File: src/rtl/fetch_pkg.sv
// Shared definitions for the instruction fetch unit: state encoding, widths
// and the default reset PC.
package fetch_pkg;

  localparam int unsigned XLEN        = 32;
  localparam int unsigned INSTR_BYTES = 4;

  localparam logic [XLEN-1:0] DEFAULT_RESET_PC = 32'h0000_0000;

  typedef enum logic [1:0] {
    IDLE  = 2'd0,
    REQ   = 2'd1,
    HOLD  = 2'd2,
    FAULT = 2'd3
  } fetch_state_t;

endpackage

File: src/rtl/fetch_unit.sv
// Instruction fetch unit: requests one instruction at a time from instruction
// memory, holds it until the control FSM retires it, then fetches the next one.
module fetch_unit
  import fetch_pkg::*;
#(
  parameter logic [XLEN-1:0] RESET_PC = DEFAULT_RESET_PC
) (
  input  logic            clk,
  input  logic            rst,
  input  logic            fetch_en,
  input  logic            advance,
  input  logic            redirect,
  input  logic [XLEN-1:0] redirect_pc,
  output logic            imem_req,
  output logic [XLEN-1:0] imem_addr,
  input  logic            imem_ack,
  input  logic [XLEN-1:0] imem_rdata,
  output logic [XLEN-1:0] instr,
  output logic            instr_valid,
  output logic [XLEN-1:0] pc,
  output logic [XLEN-1:0] instret,
  output logic            fault
);

  fetch_state_t    state_q, state_d;
  logic [XLEN-1:0] pc_d, instr_d, instret_d, imem_addr_d;
  logic            imem_req_d, instr_valid_d, fault_d;
  logic [XLEN-1:0] next_pc;
  logic            misaligned;

  // Retirement target: sequential pc+4 wraps naturally at 2^32.
  assign next_pc    = redirect ? redirect_pc : (pc + XLEN'(INSTR_BYTES));
  assign misaligned = redirect && (redirect_pc[1:0] != 2'b00);

  // State register and registered outputs.
  always_ff @(posedge clk) begin
    if (rst) begin
      state_q     <= IDLE;
      pc          <= RESET_PC;
      instr       <= '0;
      instr_valid <= 1'b0;
      imem_req    <= 1'b0;
      imem_addr   <= RESET_PC;
      instret     <= '0;
      fault       <= 1'b0;
    end else begin
      state_q     <= state_d;
      pc          <= pc_d;
      instr       <= instr_d;
      instr_valid <= instr_valid_d;
      imem_req    <= imem_req_d;
      imem_addr   <= imem_addr_d;
      instret     <= instret_d;
      fault       <= fault_d;
    end
  end

  // Next-state and next-output logic.
  always_comb begin
    state_d       = state_q;
    pc_d          = pc;
    instr_d       = instr;
    instr_valid_d = instr_valid;
    imem_req_d    = imem_req;
    imem_addr_d   = imem_addr;
    instret_d     = instret;
    fault_d       = fault;

    unique case (state_q)
      IDLE: begin
        if (fetch_en) begin
          state_d     = REQ;
          imem_req_d  = 1'b1;
          imem_addr_d = pc;
        end
      end
      REQ: begin
        imem_req_d  = 1'b1;
        imem_addr_d = pc;
        if (imem_ack) begin
          state_d       = HOLD;
          instr_d       = imem_rdata;
          instr_valid_d = 1'b1;
          imem_req_d    = 1'b0;
        end
      end
      HOLD: begin
        if (advance) begin
          instr_valid_d = 1'b0;
          if (misaligned) begin
            // Misaligned target: stop without retiring; only reset recovers.
            state_d    = FAULT;
            fault_d    = 1'b1;
            imem_req_d = 1'b0;
          end else begin
            state_d     = REQ;
            pc_d        = next_pc;
            imem_addr_d = next_pc;
            imem_req_d  = 1'b1;
            instret_d   = instret + XLEN'(1);
          end
        end
      end
      FAULT: begin
        imem_req_d    = 1'b0;
        instr_valid_d = 1'b0;
        fault_d       = 1'b1;
      end
      default: state_d = IDLE;
    endcase
  end

endmodule

File: config.mk
export PLATFORM = sky130hd
export DESIGN_NAME = fetch_unit
export DESIGN_NICKNAME = d
export VERILOG_FILES = /design/src/rtl/fetch_pkg.sv /design/src/rtl/fetch_unit.sv
export SDC_FILE = /design/constraint.sdc
export NUM_CORES = 1
export LEC_CHECK = 0
export CAP_MARGIN = 20
export CORE_UTILIZATION = 40
export CTS_BUF_LIST = sky130_fd_sc_hd__clkbuf_2
export DETAILED_ROUTE_END_ITERATION = 8
export PLACE_DENSITY = 0.78
export SETUP_SLACK_MARGIN = 0.4
export SKIP_LAST_GASP = 1
export SLEW_MARGIN = 0
export SYNTH_ARGS = -nofsm -noshare
export SYNTH_HDL_FRONTEND = slang
export SYNTH_SLANG_ARGS = --single-unit
File: constraint.sdc
create_clock -name clk -period 2.3 [get_ports clk]
set_clock_uncertainty 0.1 [all_clocks]
set_input_delay 0.345 -clock clk [delete_from_list [all_inputs] [get_ports clk]]
set_output_delay 0.345 -clock clk [all_outputs]
set_load 0.01 [all_outputs]
==> results of run 1 <==
Yosys cell counts, types with 4 or more instances:
cell type	count
sky130_fd_sc_hd__nor2_1	88
sky130_fd_sc_hd__a211oi_1	5
sky130_fd_sc_hd__nand3b_1	8
sky130_fd_sc_hd__and4_1	12
sky130_fd_sc_hd__a31oi_1	10
sky130_fd_sc_hd__nor4_1	12
sky130_fd_sc_hd__buf_1	10
sky130_fd_sc_hd__a21oi_1	84
sky130_fd_sc_hd__xor2_1	14
sky130_fd_sc_hd__nand3_1	26
sky130_fd_sc_hd__a221oi_1	6
sky130_fd_sc_hd__and3_1	16
sky130_fd_sc_hd__a22o_1	7
sky130_fd_sc_hd__or4_1	13
sky130_fd_sc_hd__nor3_1	27
sky130_fd_sc_hd__nor2b_1	4
sky130_fd_sc_hd__ha_1	6
sky130_fd_sc_hd__xnor2_1	11
sky130_fd_sc_hd__nand2b_1	9
sky130_fd_sc_hd__dfxtp_1	133
sky130_fd_sc_hd__o211ai_1	5
sky130_fd_sc_hd__o21ai_0	47
sky130_fd_sc_hd__nand2_1	135
sky130_fd_sc_hd__nand4_1	28
sky130_fd_sc_hd__a22oi_1	10
sky130_fd_sc_hd__or3_1	10
sky130_fd_sc_hd__o31ai_1	5
sky130_fd_sc_hd__mux2_2	4
sky130_fd_sc_hd__buf_2	12
sky130_fd_sc_hd__mux2i_1	11
sky130_fd_sc_hd__and2_1	8
sky130_fd_sc_hd__inv_1	13
sky130_fd_sc_hd__clkbuf_1	43
critical path: cells and delay by family, from the launching register on:
kind,cells,cell delay [ns]
buffers and inverters,2,0.37
flip-flops,1,0.41
AO/OA/AOI/OAI,1,0.20
AND/OR/NAND/NOR,4,0.97
cells in the final DEF (no fill, tap or decap), types with 8 or more instances in the layout:
| master | Yosys | routed |
|---|---|---|
| sky130_fd_sc_hd__nand3b_1 | 8 | 8 |
| sky130_fd_sc_hd__buf_6 | 0 | 29 |
| sky130_fd_sc_hd__o21ai_0 | 47 | 37 |
| sky130_fd_sc_hd__a21oi_2 | 0 | 10 |
| sky130_fd_sc_hd__clkdlybuf4s50_1 | 0 | 67 |
| sky130_fd_sc_hd__clkdlybuf4s15_1 | 0 | 29 |
| sky130_fd_sc_hd__dfxtp_4 | 0 | 36 |
| sky130_fd_sc_hd__xor2_1 | 14 | 14 |
| sky130_fd_sc_hd__nand4_1 | 28 | 28 |
| sky130_fd_sc_hd__buf_2 | 12 | 12 |
| sky130_fd_sc_hd__dlygate4sd2_1 | 0 | 73 |
| sky130_fd_sc_hd__inv_1 | 13 | 10 |
| sky130_fd_sc_hd__and3_1 | 16 | 11 |
| sky130_fd_sc_hd__or3_1 | 10 | 8 |
| sky130_fd_sc_hd__nor2_1 | 88 | 81 |
| sky130_fd_sc_hd__nand3_1 | 26 | 21 |
| sky130_fd_sc_hd__clkbuf_2 | 2 | 34 |
| sky130_fd_sc_hd__mux2i_1 | 11 | 11 |
| sky130_fd_sc_hd__nor3_1 | 27 | 19 |
| sky130_fd_sc_hd__or4_1 | 13 | 9 |
| sky130_fd_sc_hd__xnor2_1 | 11 | 11 |
| sky130_fd_sc_hd__a21oi_1 | 84 | 74 |
| sky130_fd_sc_hd__and2_1 | 8 | 8 |
| sky130_fd_sc_hd__dlygate4sd3_1 | 0 | 11 |
| sky130_fd_sc_hd__dfxtp_1 | 133 | 23 |
| sky130_fd_sc_hd__buf_4 | 2 | 155 |
| sky130_fd_sc_hd__dfxtp_2 | 0 | 74 |
| sky130_fd_sc_hd__a22oi_1 | 10 | 10 |
| sky130_fd_sc_hd__nor3_2 | 3 | 8 |
| sky130_fd_sc_hd__a31oi_1 | 10 | 10 |
| sky130_fd_sc_hd__nand2_1 | 135 | 132 |
worst max-delay path by stage:
stage / start / end
finish: pc[16] / pc[22]
global route: pc[11] / imem_addr[21]
CTS: pc[21] / pc[21]
detailed placement: redirect_pc[0] / imem_addr[30]
global placement: redirect_pc[0] / instret[13]
floorplan: pc[2] / imem_addr[16]
through the flow:
step / util [%] / setup TNS, ns
after floorplan: - / 0
after global placement: 57.0 / -0.909
after detailed placement: 57.0 / -2.03
after CTS: 63.9 / 0
after global routing: 69.1 / 0
final: 69.1 / 0
kinds of logic after synthesis:
group | Yosys count | synth area share, %
fa+ha+maj | 6 | 1.10
compound gates | 207 | 18.7
xor+xnor | 25 | 3.22
flops | 133 | 39.2
mux | 15 | 2.28
simple gates | 413 | 30.7
buf+inv | 82 | 4.90
layout make-up:
class / instances / area [sq um]
inverters: 13 / 48.8
fillers: 1258 / 5130
flip-flops and latches: 133 / 2890
clock inverters: 13 / 159
clock buffers: 18 / 90.1
multi-input cells: 666 / 4360
well taps: 220 / 275
diodes: 1 / 2.50
repair buffers: 406 / 3630
metal layers:
layer,vias up,routed length (microns),global-route usage [%]
met3,102,2160,5.11
met5,-,0,0
li1,3891,-,-
met1,3979,10300,32.7
met4,0,876,11.2
met2,488,13000,46.1
where the power goes:
part | internal [mW] | switching (mW) | total [mW]
registers | 2.34 | 0.0388 | 2.38
logic | 0.421 | 0.437 | 0.858
clock network | 0.602 | 0.925 | 1.53
repair_timing:
item | in CTS | in global routing
cloned | 2 | 2
setup buffers | 81 | 45
setup endpoints to repair | 187 | 114
hold endpoints to repair | 23 | 4
gates resized for setup | 330 | 173
hold buffers | 7 | 4
pin swaps | 27 | 47
state kept, by name, summed over array words and instances (netlist names):
signal       flops
imem_addr       32
instr           32
instret         32
pc              32
state_q          2
fault            1
imem_req         1
instr_valid      1
==> results by stage, run 1 <==
Outcome:
- The flow ran to the end, and the final reports show no timing, DRC or antenna violations.

Logic synthesis:
- Sequential elements use 39.2% of the synthesized area.
- In the synthesized netlist the dominant register cell turns out to be sky130_fd_sc_hd__dfxtp_1.
- After synthesis, the cell types taking the most area are sky130_fd_sc_hd__dfxtp_1, sky130_fd_sc_hd__nand2_1, sky130_fd_sc_hd__a21oi_1.
- Synthesis produced a netlist with a net count of 957.
- The number of synthesized flops with an enable pin is 0.
- The Yosys step of the flow raised 0 warnings.
- After synthesis the cells add up to 6800 sq um.
- Of all cell types, the one taking the most synthesized area is sky130_fd_sc_hd__dfxtp_1.
- The share of async-settable or async-resettable flops after synthesis is 0%.
- The cell count after synthesis is 881.
- The distinct cell type count of the synthesized netlist is 63.
- The post-synthesis area per instance is 7.71 sq um.
- The share of synthesized area in the top cell type comes to 39.2%.
- In this run, synthesis produced a sequential element count of 133.

Timing:
- The post-route fraction of the period consumed by the critical path is 91.0%.
- The worst pin sits at a relative slew slack of 44.9%.
- The final number of hold-violating endpoints was 0.
- The worst hold slack after final layout is 0.0321 ns.
- The time the final worst path needs with I/O delays and setup is 2.09 ns.
- The measured slew at the worst slew-check pin is 0.826 ns.
- Setup slack on the critical path of the routed design comes to 0.206 ns.
- Setup repair after global routing could not meet its margin everywhere.
- The final count of negative-setup-slack endpoints is 0.
- Derived from the worst setup path, the maximum achievable clock frequency is 0.478 GHz.
- The max-slew violation count is 0.

Setup path:
- For flop-to-flop paths, the worst setup slack is 0.21 ns.
- The reg-to-reg critical path endpoint is pc[22].
- The signal on the critical path passes through nand4_2 > buf_4 > nor2_2 > buf_4 > nand4_1 > or4_1 > a31oi_1.
- The depth of the worst register-to-register path is 7.
- The cell occurring most often along the worst timing path is sky130_fd_sc_hd__buf_4.
- The worst setup path is of the reg -> reg kind.
- The data arrival time of the worst path is 2.67 ns.
- The top fanout value on the critical path is 7.
- The startpoint of the worst-slack reg-to-reg timing path is pc[16].
- The startpoint class of the critical path is a flop.
- The kind of capture point of the worst setup path is a flop.
- On the critical path, the stage with the largest delay is an instance of sky130_fd_sc_hd__or4_1.
- STA puts the critical path data required time at 2.88 ns.
- On the worst path, the slowest cell contributes a delay of 0.50 ns.

Routing:
- Dividing the detail-routed wire length by the instance count gives 17.9 microns.
- In this run, the number of DRC markers left after iteration 0 of detailed routing was 907.
- The detailed router placed 8460 vias in this run.
- Dividing the detail-routed via count by the number of cells gives 5.76.
- The final wirelength is 26300 microns.
- The number of iterations in the first detailed-routing pass is 7.
- The remaining antenna violation count is 0.
- After detailed routing, the number of remaining DRC violations is 0.

Floorplan:
- Pin placement for this block handled 201 I/O pins.
- Measured along the y axis, the die boundary spans 132 microns.
- The floorplan step defined a core boundary enclosing 16600 sq um.
- The floorplan step set the die width to 132 microns.
- The area of the die is 17500 sq um.
- After floorplanning, the core was divided into 47 placement rows.
- The initial utilization of the core area, before any placement, comes to 41.0%.

Layout:
- The count of nets after finishing is 1313.
- After routing the design area is 11500 sq um.
- The filler-free cell count of the finished design is 1470.
- The area growth from synthesis to layout is 68.5%.
- The post-route netlist has 37.6% of its cells at a drive strength greater than 1.

Min path:
- The classification of the worst-slack hold path is in -> reg.
- The end point of the most critical hold path is instr[24].
- The worst hold path was traced through 3 stages.
- The startpoint identified for the worst hold timing path is imem_rdata[24].

GRT:
- The number of antenna violations at the first check in global routing is 1.
- The overall track demand over capacity in global routing is 26.8%.
- The via count of the first global-routing pass is 7487.
- The first-pass GRT wire length is 37700 microns.
- Entering global routing, the biggest net connects 78 pins.
- The global route total overflow is 0.

Placed design:
- The final HPWL from detailed placement is 15100 microns.
- The routability-driven placement congestion ratio is 0.872.
- Counting tap cells, the placed design contains a total of 1297 instances.
- In this run the cell area measured after placement is 9460 sq um.
- Input and output buffers added on the ports amount to 200.
- Timing analysis after detailed placement gives a worst setup slack of -0.135 ns.

CTS:
- The clock latency on the worst-skew pair is 0.74 ns.
- The H-tree depth is 4.
- The master cell of the clock root buffer is sky130_fd_sc_hd__clkbuf_2.
- The clock net sink count is 133.
- No sink is reached through more buffers than the 2 on the longest clock path.
- The clock slew seen by the registers of the worst setup and hold paths is 0.21 ns.
- TritonCTS built the clock tree.
- The number of CTS-inserted buffers is 17.

Power and ir drop:
- The worst-case IR drop observed on VDD is 0.269 mV.
- The ratio of total power to cell area is 416 nW/um^2.
- The design draws 4.77 mW.
- The static leakage power is 4.82 nW.

Flow run:
- The count of maximum capacitance violations is 0.
Power figures use the tool's default switching activity.
==> run 2, diff against run 1 <==
--- a/config.mk
+++ b/config.mk
@@ -6,10 +6,11 @@
 export NUM_CORES = 1
 export LEC_CHECK = 0
 export CAP_MARGIN = 20
-export CORE_UTILIZATION = 40
+export CORE_UTILIZATION = 44
 export CTS_BUF_LIST = sky130_fd_sc_hd__clkbuf_2
 export DETAILED_ROUTE_END_ITERATION = 8
-export PLACE_DENSITY = 0.78
+export MAX_ROUTING_LAYER = met4
+export PLACE_DENSITY = 0.84
 export SETUP_SLACK_MARGIN = 0.4
 export SKIP_LAST_GASP = 1
 export SLEW_MARGIN = 0
==> results by stage, run 2 (synthesis results as in run 1) <==
Outcome:
- Run status: finished, violations left (was finished clean).
- The final reports fail on setup timing.

Timing:
- The final number of hold-violating endpoints came to 0 (unchanged).
- The max-slew violation count came to 0 (unchanged).
- The measured slew at the worst slew-check pin is 0.792 ns (was 0.826 ns).
- The final count of negative-setup-slack endpoints is 1 (was 0).
- The time the final worst path needs with I/O delays and setup is 2.37 ns (was 2.09 ns).
- The least setup slack across all paths after layout was -0.0722 ns (was 0.206 ns).
- The post-route fraction of the period consumed by the critical path is 103% (was 91.0%).
- The headroom to the max-slew limit is 46.5% (was 44.9%).
- The maximum clock rate is 0.422 GHz (was 0.478 GHz).
- Setup repair after global routing missed its margin: true (unchanged).
- The summed negative setup slack over all endpoints is -0.0722 ns (was 0 ns).

CTS:
- The master cell of the clock root buffer is sky130_fd_sc_hd__clkbuf_2 (unchanged).
- The number of CTS-inserted buffers is 17 (unchanged).
- The clock tree from TritonCTS is yes (unchanged).
- The clock net sink count was 133 (unchanged).
- The clock slew seen by the registers of the worst setup and hold paths is 0.24 ns (was 0.21 ns).
- The H-tree depth is 4 (unchanged).
- The clock latency on the worst-skew pair is 0.78 ns (was 0.74 ns).
- The maximum clock insertion buffer count came to 2 (unchanged).

Layout:
- The number of antenna cells inserted is 0 (was 1).
- The most frequent standard cell in the layout excluding fill and tap cells is sky130_fd_sc_hd__buf_4 (unchanged).
- The total of fill cells in the finished design is 895 (was 1258).
- The design area is 11900 sq um (was 11500 sq um).
- The fraction of final layout cells with drive strength greater than 1 is 38.4% (was 37.6%).
- The area overhead of the layout relative to synthesis is 75.4% (was 68.5%).
- The count of nets after finishing is 1346 (was 1313).
- Commonest cells after routing, fill and taps aside: sky130_fd_sc_hd__buf_4, sky130_fd_sc_hd__nand2_1, sky130_fd_sc_hd__nor2_1 (unchanged).

Setup path:
- The kind of capture point of the worst setup path was a flop (unchanged).
- The startpoint class of the critical path was a flop (unchanged).
- The top fanout value on the critical path is 4 (was 7).
- The type of the worst setup path was reg -> reg (unchanged).
- The required time of the critical path is 2.83 ns (was 2.88 ns).
- The data arrival time of the worst path is 2.90 ns (was 2.67 ns).

Power and ir drop:
- The ratio of total power to cell area is 434 nW/um^2 (was 416 nW/um^2).
- The static leakage power is 5.01 nW (was 4.82 nW).
- The largest voltage drop on the vdd net was 0.273 mV (was 0.269 mV).

Routing:
- The number of iterations in the first detailed-routing pass is 7 (unchanged).
- The total via count after detailed routing is 9137 (was 8460).
- The post-detailed-route wirelength per cell was 20.2 microns (was 17.9 microns).
- The remaining antenna violation count is 0 (unchanged).
- The final wirelength is 29700 microns (was 26300 microns).
- The per-cell via count in the routed design is 6.21 (was 5.76).
- The residual DRC count is 0 (unchanged).
- The DRC marker count from the first detailed-route iteration is 1322 (was 907).

Floorplan:
- The die outline height is 126 microns (was 132 microns).
- The core area is 15100 sq um (was 16600 sq um).
- The effective utilization at floorplan is 44.9% (was 41.0%).
- The row count was 45 (was 47).
- The area of the die is 15900 sq um (was 17500 sq um).
- The number of ports placed on the die boundary is 201 (unchanged).
- The die width is 126 microns (was 132 microns).

GRT:
- The number of antenna violations at the first check in global routing is 0 (was 1).
- The global route total overflow is 0 (unchanged).
- The via count of the first global-routing pass was 8337 (was 7487).
- The overall track demand over capacity in global routing is 33.5% (was 26.8%).
- The pin count of the biggest net entering global routing is 62 (was 78).
- The first-pass GRT wire length is 41500 microns (was 37700 microns).

Placed design:
- The final HPWL from detailed placement is 15100 microns (about the same).
- The routability-driven placement congestion ratio came to 0.919 (was 0.872).
- The setup slack after placement is -0.133 ns (was -0.135 ns).
- The instance area at placement was 9340 sq um (was 9460 sq um).
- The count of buffers from port buffering is 200 (unchanged).

Flow run:
- The count of maximum capacitance violations is 0 (unchanged).

Min path:
- The classification of the worst-slack hold path was in -> reg (unchanged).
run 2: final timing paths:
| path | startpoint | endpoint | slack [ns] | cells after the start |
|---|---|---|---|---|
| worst max-delay path | pc[11] | imem_addr[23] | -0.07 | 6 |
| worst min-delay path | imem_rdata[0] | instr[0] | 0.08 | 3 |
| worst max register to register | pc[11] | imem_addr[23] | -0.07 | 6 |
| worst min register to register | instr[0] | instr[0] | 0.36 | 2 |
run 2: area by class of cell:
| class | instances | area, sq um | share of cell area, % |
|---|---|---|---|
| multi-input cells | 666 | 4420 | 37.1 |
| repair buffers | 439 | 3990 | 33.5 |
| clock inverters | 14 | 233 | 1.95 |
| well taps | 188 | 235 | 1.97 |
| inverters | 13 | 48.8 | 0.409 |
| clock buffers | 18 | 90.1 | 0.756 |
| flip-flops and latches | 133 | 2900 | 24.4 |
run 2: worst max-delay path, cell delays in order, from the launching register on:
cell	delay [ns]
sky130_fd_sc_hd__dfxtp_4	0.41
sky130_fd_sc_hd__buf_4	0.13
sky130_fd_sc_hd__nand4_1	0.18
sky130_fd_sc_hd__or4_4	0.56
sky130_fd_sc_hd__nor2_4	0.17
sky130_fd_sc_hd__o21ai_2	0.08
sky130_fd_sc_hd__a2111oi_2	0.59
run 2: routing by layer:
| layer | track usage, % | wire length (microns) | share of wire [%] |
|---|---|---|---|
| met4 | 19.0 | 1940 | 6.5 |
| met2 | 55.1 | 14200 | 48 |
| met3 | 6.97 | 2790 | 9.4 |
| met5 | - | 0 | 0 |
| met1 | 37.9 | 10800 | 36 |
run 2: timing repair:
| action | 4_1_cts | 5_1_grt |
|---|---|---|
| hold buffers | 32 | 1 |
| setup endpoints to repair | 183 | 123 |
| gates cloned | 0 | 1 |
| hold endpoints to repair | 46 | 10 |
| gates resized for setup | 429 | 142 |
| setup buffers | 106 | 39 |
| pin swaps | 38 | 43 |
run 2: stage by stage:
stage                     utilization [%]  cells  hold WS, ns  power, mW
after floorplan                         -    881        0.376       2.81
after global placement               61.7   1260        0.341       3.18
after detailed placement             61.7   1260        0.346       3.20
after CTS                            73.8   1430       -0.177       5.05
after global routing                 78.7   1471       0.0496       5.35
final                                78.7   1471       0.0774       5.18
run 2: power by group:
group	switching (mW)	leakage, nW	total, mW	internal (mW)
registers	0.0398	1.14	2.38	2.34
logic	0.473	3.68	0.922	0.449
clock network	0.941	0.185	1.87	0.932
total	1.45	5.01	5.18	3.72
==> run 3, diff against run 2 <==
--- a/config.mk
+++ b/config.mk
@@ -6,11 +6,11 @@
 export NUM_CORES = 1
 export LEC_CHECK = 0
 export CAP_MARGIN = 20
-export CORE_UTILIZATION = 44
+export CORE_UTILIZATION = 53
 export CTS_BUF_LIST = sky130_fd_sc_hd__clkbuf_2
 export DETAILED_ROUTE_END_ITERATION = 8
 export MAX_ROUTING_LAYER = met4
-export PLACE_DENSITY = 0.84
+export PLACE_DENSITY = 0.94
 export SETUP_SLACK_MARGIN = 0.4
 export SKIP_LAST_GASP = 1
 export SLEW_MARGIN = 0
==> constraint.sdc (replaced) <==
create_clock -name clk -period 2.8 [get_ports clk]
set_clock_uncertainty 0.1 [all_clocks]
set_input_delay 0.42 -clock clk [delete_from_list [all_inputs] [get_ports clk]]
set_output_delay 0.42 -clock clk [all_outputs]
set_load 0.01 [all_outputs]
==> results by stage, run 3 (synthesis results as in run 1) <==
Timing:
- The measured slew at the worst slew-check pin is 0.599 ns (was 0.792 ns).
- The summed negative setup slack over all endpoints came to 0 ns (was -0.0722 ns).
- The post-route fraction of the period consumed by the critical path was 82.2% (was 103%).
- Setup repair after global routing missed its margin: true (unchanged).
- The headroom to the max-slew limit is 60.0% (was 46.5%).
- The time the final worst path needs with I/O delays and setup is 2.30 ns (was 2.37 ns).
- The maximum clock rate is 0.434 GHz (was 0.422 GHz).
- The final number of hold-violating endpoints is 0 (unchanged).
- The final count of negative-setup-slack endpoints is 0 (was 1).
- The max-slew violation count is 0 (unchanged).

Layout:
- The total of fill cells in the finished design came to 901 (was 895).
- The post-layout utilization of the core is 74.2% (was 78.7%).
- Commonest cells after routing, fill and taps aside: sky130_fd_sc_hd__clkdlybuf4s50_1, sky130_fd_sc_hd__nand2_1, sky130_fd_sc_hd__dfxtp_1 (was sky130_fd_sc_hd__buf_4, sky130_fd_sc_hd__nand2_1, sky130_fd_sc_hd__nor2_1).
- The most frequent standard cell in the layout excluding fill and tap cells is sky130_fd_sc_hd__clkdlybuf4s50_1 (was sky130_fd_sc_hd__buf_4).
- The count of nets after finishing is 1140 (was 1346).
- The fraction of final layout cells with drive strength greater than 1 is 12.1% (was 38.4%).
- The area overhead of the layout relative to synthesis was 37.3% (was 75.4%).
- The number of antenna cells inserted is 0 (unchanged).

Floorplan:
- The area of the die is 13300 sq um (was 15900 sq um).
- The row count came to 41 (was 45).
- The effective utilization at floorplan is 54.1% (was 44.9%).
- The number of ports placed on the die boundary is 201 (unchanged).
- The core area is 12600 sq um (was 15100 sq um).
- The die width is 115 microns (was 126 microns).
- The die outline height is 115 microns (was 126 microns).

Routing:
- The remaining antenna violation count is 0 (unchanged).
- The number of iterations in the first detailed-routing pass came to 7 (unchanged).
- The residual DRC count is 0 (unchanged).
- The final wirelength is 20800 microns (was 29700 microns).
- The per-cell via count in the routed design is 6.04 (was 6.21).
- The total via count after detailed routing is 7548 (was 9137).
- The post-detailed-route wirelength per cell was 16.7 microns (was 20.2 microns).
- The DRC marker count from the first detailed-route iteration is 801 (was 1322).

Min path:
- The classification of the worst-slack hold path was in -> reg (unchanged).
- The critical hold path startpoint is rst (was imem_rdata[0]).
- The cell depth of the worst min-delay path is 2 (was 3).
- The end point of the most critical hold path was pc[18] (was instr[0]).

Setup path:
- The critical path launch point is pc[2] (was pc[11]).
- The required time of the critical path is 3.37 ns (was 2.83 ns).
- The kind of capture point of the worst setup path is a flop (unchanged).
- The data arrival time of the worst path was 2.87 ns (was 2.90 ns).
- The reg-to-reg critical path endpoint is pc[22] (was imem_addr[23]).
- The reg2reg setup slack is 0.50 ns (was -0.07 ns).
- The depth of the worst register-to-register path is 7 (was 6).
- The type of the worst setup path was reg -> reg (unchanged).
- The top fanout value on the critical path is 8 (was 4).
- The startpoint class of the critical path is a flop (unchanged).
- The startpoint of the worst-slack reg-to-reg timing path is pc[2] (was pc[11]).

GRT:
- The global route total overflow came to 0 (unchanged).
- The pin count of the biggest net entering global routing is 74 (was 62).
- The global-route met3 utilization is 7.22% (was 6.97%).
- The first-pass GRT wire length came to 32200 microns (was 41500 microns).
- The global routing usage on met2 is 50.6% (was 55.1%).
- The number of antenna violations at the first check in global routing came to 0 (unchanged).
- The overall track demand over capacity in global routing was 31.5% (was 33.5%).
- The via count of the first global-routing pass is 6754 (was 8337).
- The met1 routing resource usage after global routing is 38.1% (was 37.9%).
- The most used routing layer is met2 (unchanged).

CTS:
- The maximum clock insertion buffer count is 2 (unchanged).
- The clock slew seen by the registers of the worst setup and hold paths is 0.20 ns (was 0.24 ns).
- The clock latency on the worst-skew pair was 0.73 ns (was 0.78 ns).
- The clock tree from TritonCTS is yes (unchanged).
- The post-cts hold buffer count is 0 (was 32).
- The master cell of the clock root buffer is sky130_fd_sc_hd__clkbuf_2 (unchanged).
- The clock net sink count is 133 (unchanged).
- The number of CTS-inserted buffers is 17 (unchanged).
- The H-tree depth is 4 (unchanged).

Power and ir drop:
- The switching part of the total power is 28.3% (was 28.1%).
- The internal cell power was 2.73 mW (was 3.72 mW).
- The combinational share of power is 15.5% (was 17.8%).
- The switching power was 1.08 mW (was 1.45 mW).
- The fraction of power consumed by the clock network came to 32.4% (was 36.2%).
- The total power came to 3.80 mW (was 5.18 mW).
- The fraction of power consumed by sequential logic is 52.2% (was 46.0%).
- The static leakage power is 3.22 nW (was 5.01 nW).
- The largest voltage drop on the vdd net is 0.281 mV (was 0.273 mV).
- The ratio of total power to cell area came to 408 nW/um^2 (was 434 nW/um^2).

Outcome:
- Run status: finished clean (was finished, violations left).

Flow run:
- The count of maximum capacitance violations is 0 (unchanged).

Placed design:
- The final HPWL from detailed placement is 14300 microns (was 15100 microns).
- The count of buffers from port buffering is 200 (unchanged).
- The routability-driven placement congestion ratio is 0.914 (was 0.919).
run 3: changes by cell type in the layout (fill, tap and decap cells not counted), moves of 33 or more:
| cell | delta |
|---|---|
| sky130_fd_sc_hd__buf_4 | -128 |
| sky130_fd_sc_hd__dfxtp_1 | +72 |
| sky130_fd_sc_hd__clkdlybuf4s50_1 | +129 |
| sky130_fd_sc_hd__dfxtp_4 | -36 |
| sky130_fd_sc_hd__dfxtp_2 | -36 |
| sky130_fd_sc_hd__clkdlybuf4s15_1 | -49 |
| sky130_fd_sc_hd__dlygate4sd3_1 | -33 |
| sky130_fd_sc_hd__dlygate4sd2_1 | -47 |
| sky130_fd_sc_hd__buf_6 | -44 |
run 3: worst max-delay path, stage by stage (launching register included):
cell                      delay, ns
sky130_fd_sc_hd__dfxtp_4       0.45
sky130_fd_sc_hd__ha_2          0.24
sky130_fd_sc_hd__nand4_1       0.20
sky130_fd_sc_hd__buf_4         0.22
sky130_fd_sc_hd__nor2_4        0.18
sky130_fd_sc_hd__nand4_1       0.19
sky130_fd_sc_hd__or4_1         0.51
sky130_fd_sc_hd__a31oi_1       0.16
run 3: area by class of cell:
type / count / area [sq um] / area share, %
Clock buffer: 18 / 90.1 / 0.966
Clock inverter: 14 / 160 / 1.72
Inverter: 13 / 48.8 / 0.523
Multi-Input combinational cell: 666 / 3830 / 41.1
Sequential cell: 133 / 2720 / 29.2
Tap cell: 172 / 215 / 2.31
Timing Repair Buffer: 233 / 2260 / 24.2
run 3: worst max-delay path by stage:
| stage | endpoint | slack [ns] | depth (start not counted) |
|---|---|---|---|
| final | pc[22] | 0.50 | 7 |
| after global routing | pc[22] | 0.39 | 7 |
| after CTS | pc[8] | 0.40 | 1 |
| after detailed placement | instret[30] | 0.18 | 6 |
| after global placement | instret[30] | 0.24 | 6 |
| after floorplan | imem_addr[16] | 0.44 | 6 |
run 3: repair_timing:
| item | 4_1_cts | 5_1_grt |
|---|---|---|
| cloned | 0 | 0 |
| resized for setup | 21 | 35 |
| buffers inserted | 3 | 3 |
| pin swaps | 1 | 2 |
| setup endpoints to repair | 29 | 62 |
run 3: metrics by stage:
| stage | setup slack, ns | cells | hold slack (ns) | cell area [sq um] |
|---|---|---|---|---|
| after CTS | 0.402 | 1246 | 0.0122 | 9240 |
| final | 0.498 | 1249 | 0.0737 | 9330 |
| after floorplan | 0.440 | 881 | 0.376 | 6800 |
| after global routing | 0.386 | 1249 | 0.000602 | 9330 |
| after global placement | 0.245 | 1211 | 0.339 | 8940 |
| after detailed placement | 0.183 | 1211 | 0.346 | 8940 |
run 3: routing by layer:
metal	wire length, microns	vias up
met5	0	-
met1	8450	3534
li1	-	3539
met3	1730	59
met2	10100	416
met4	529	0
run 3: power by group through the flow:
stage | Sequential (mW) | Combinational (mW) | Clock [mW]
finish | 1.98 | 0.589 | 1.23
global route | 1.99 | 0.632 | 1.33
CTS | 1.99 | 0.578 | 1.23
detailed placement | 2.03 | 0.572 | 0
global placement | 2.02 | 0.561 | 0
floorplan | 2.05 | 0.249 | 0
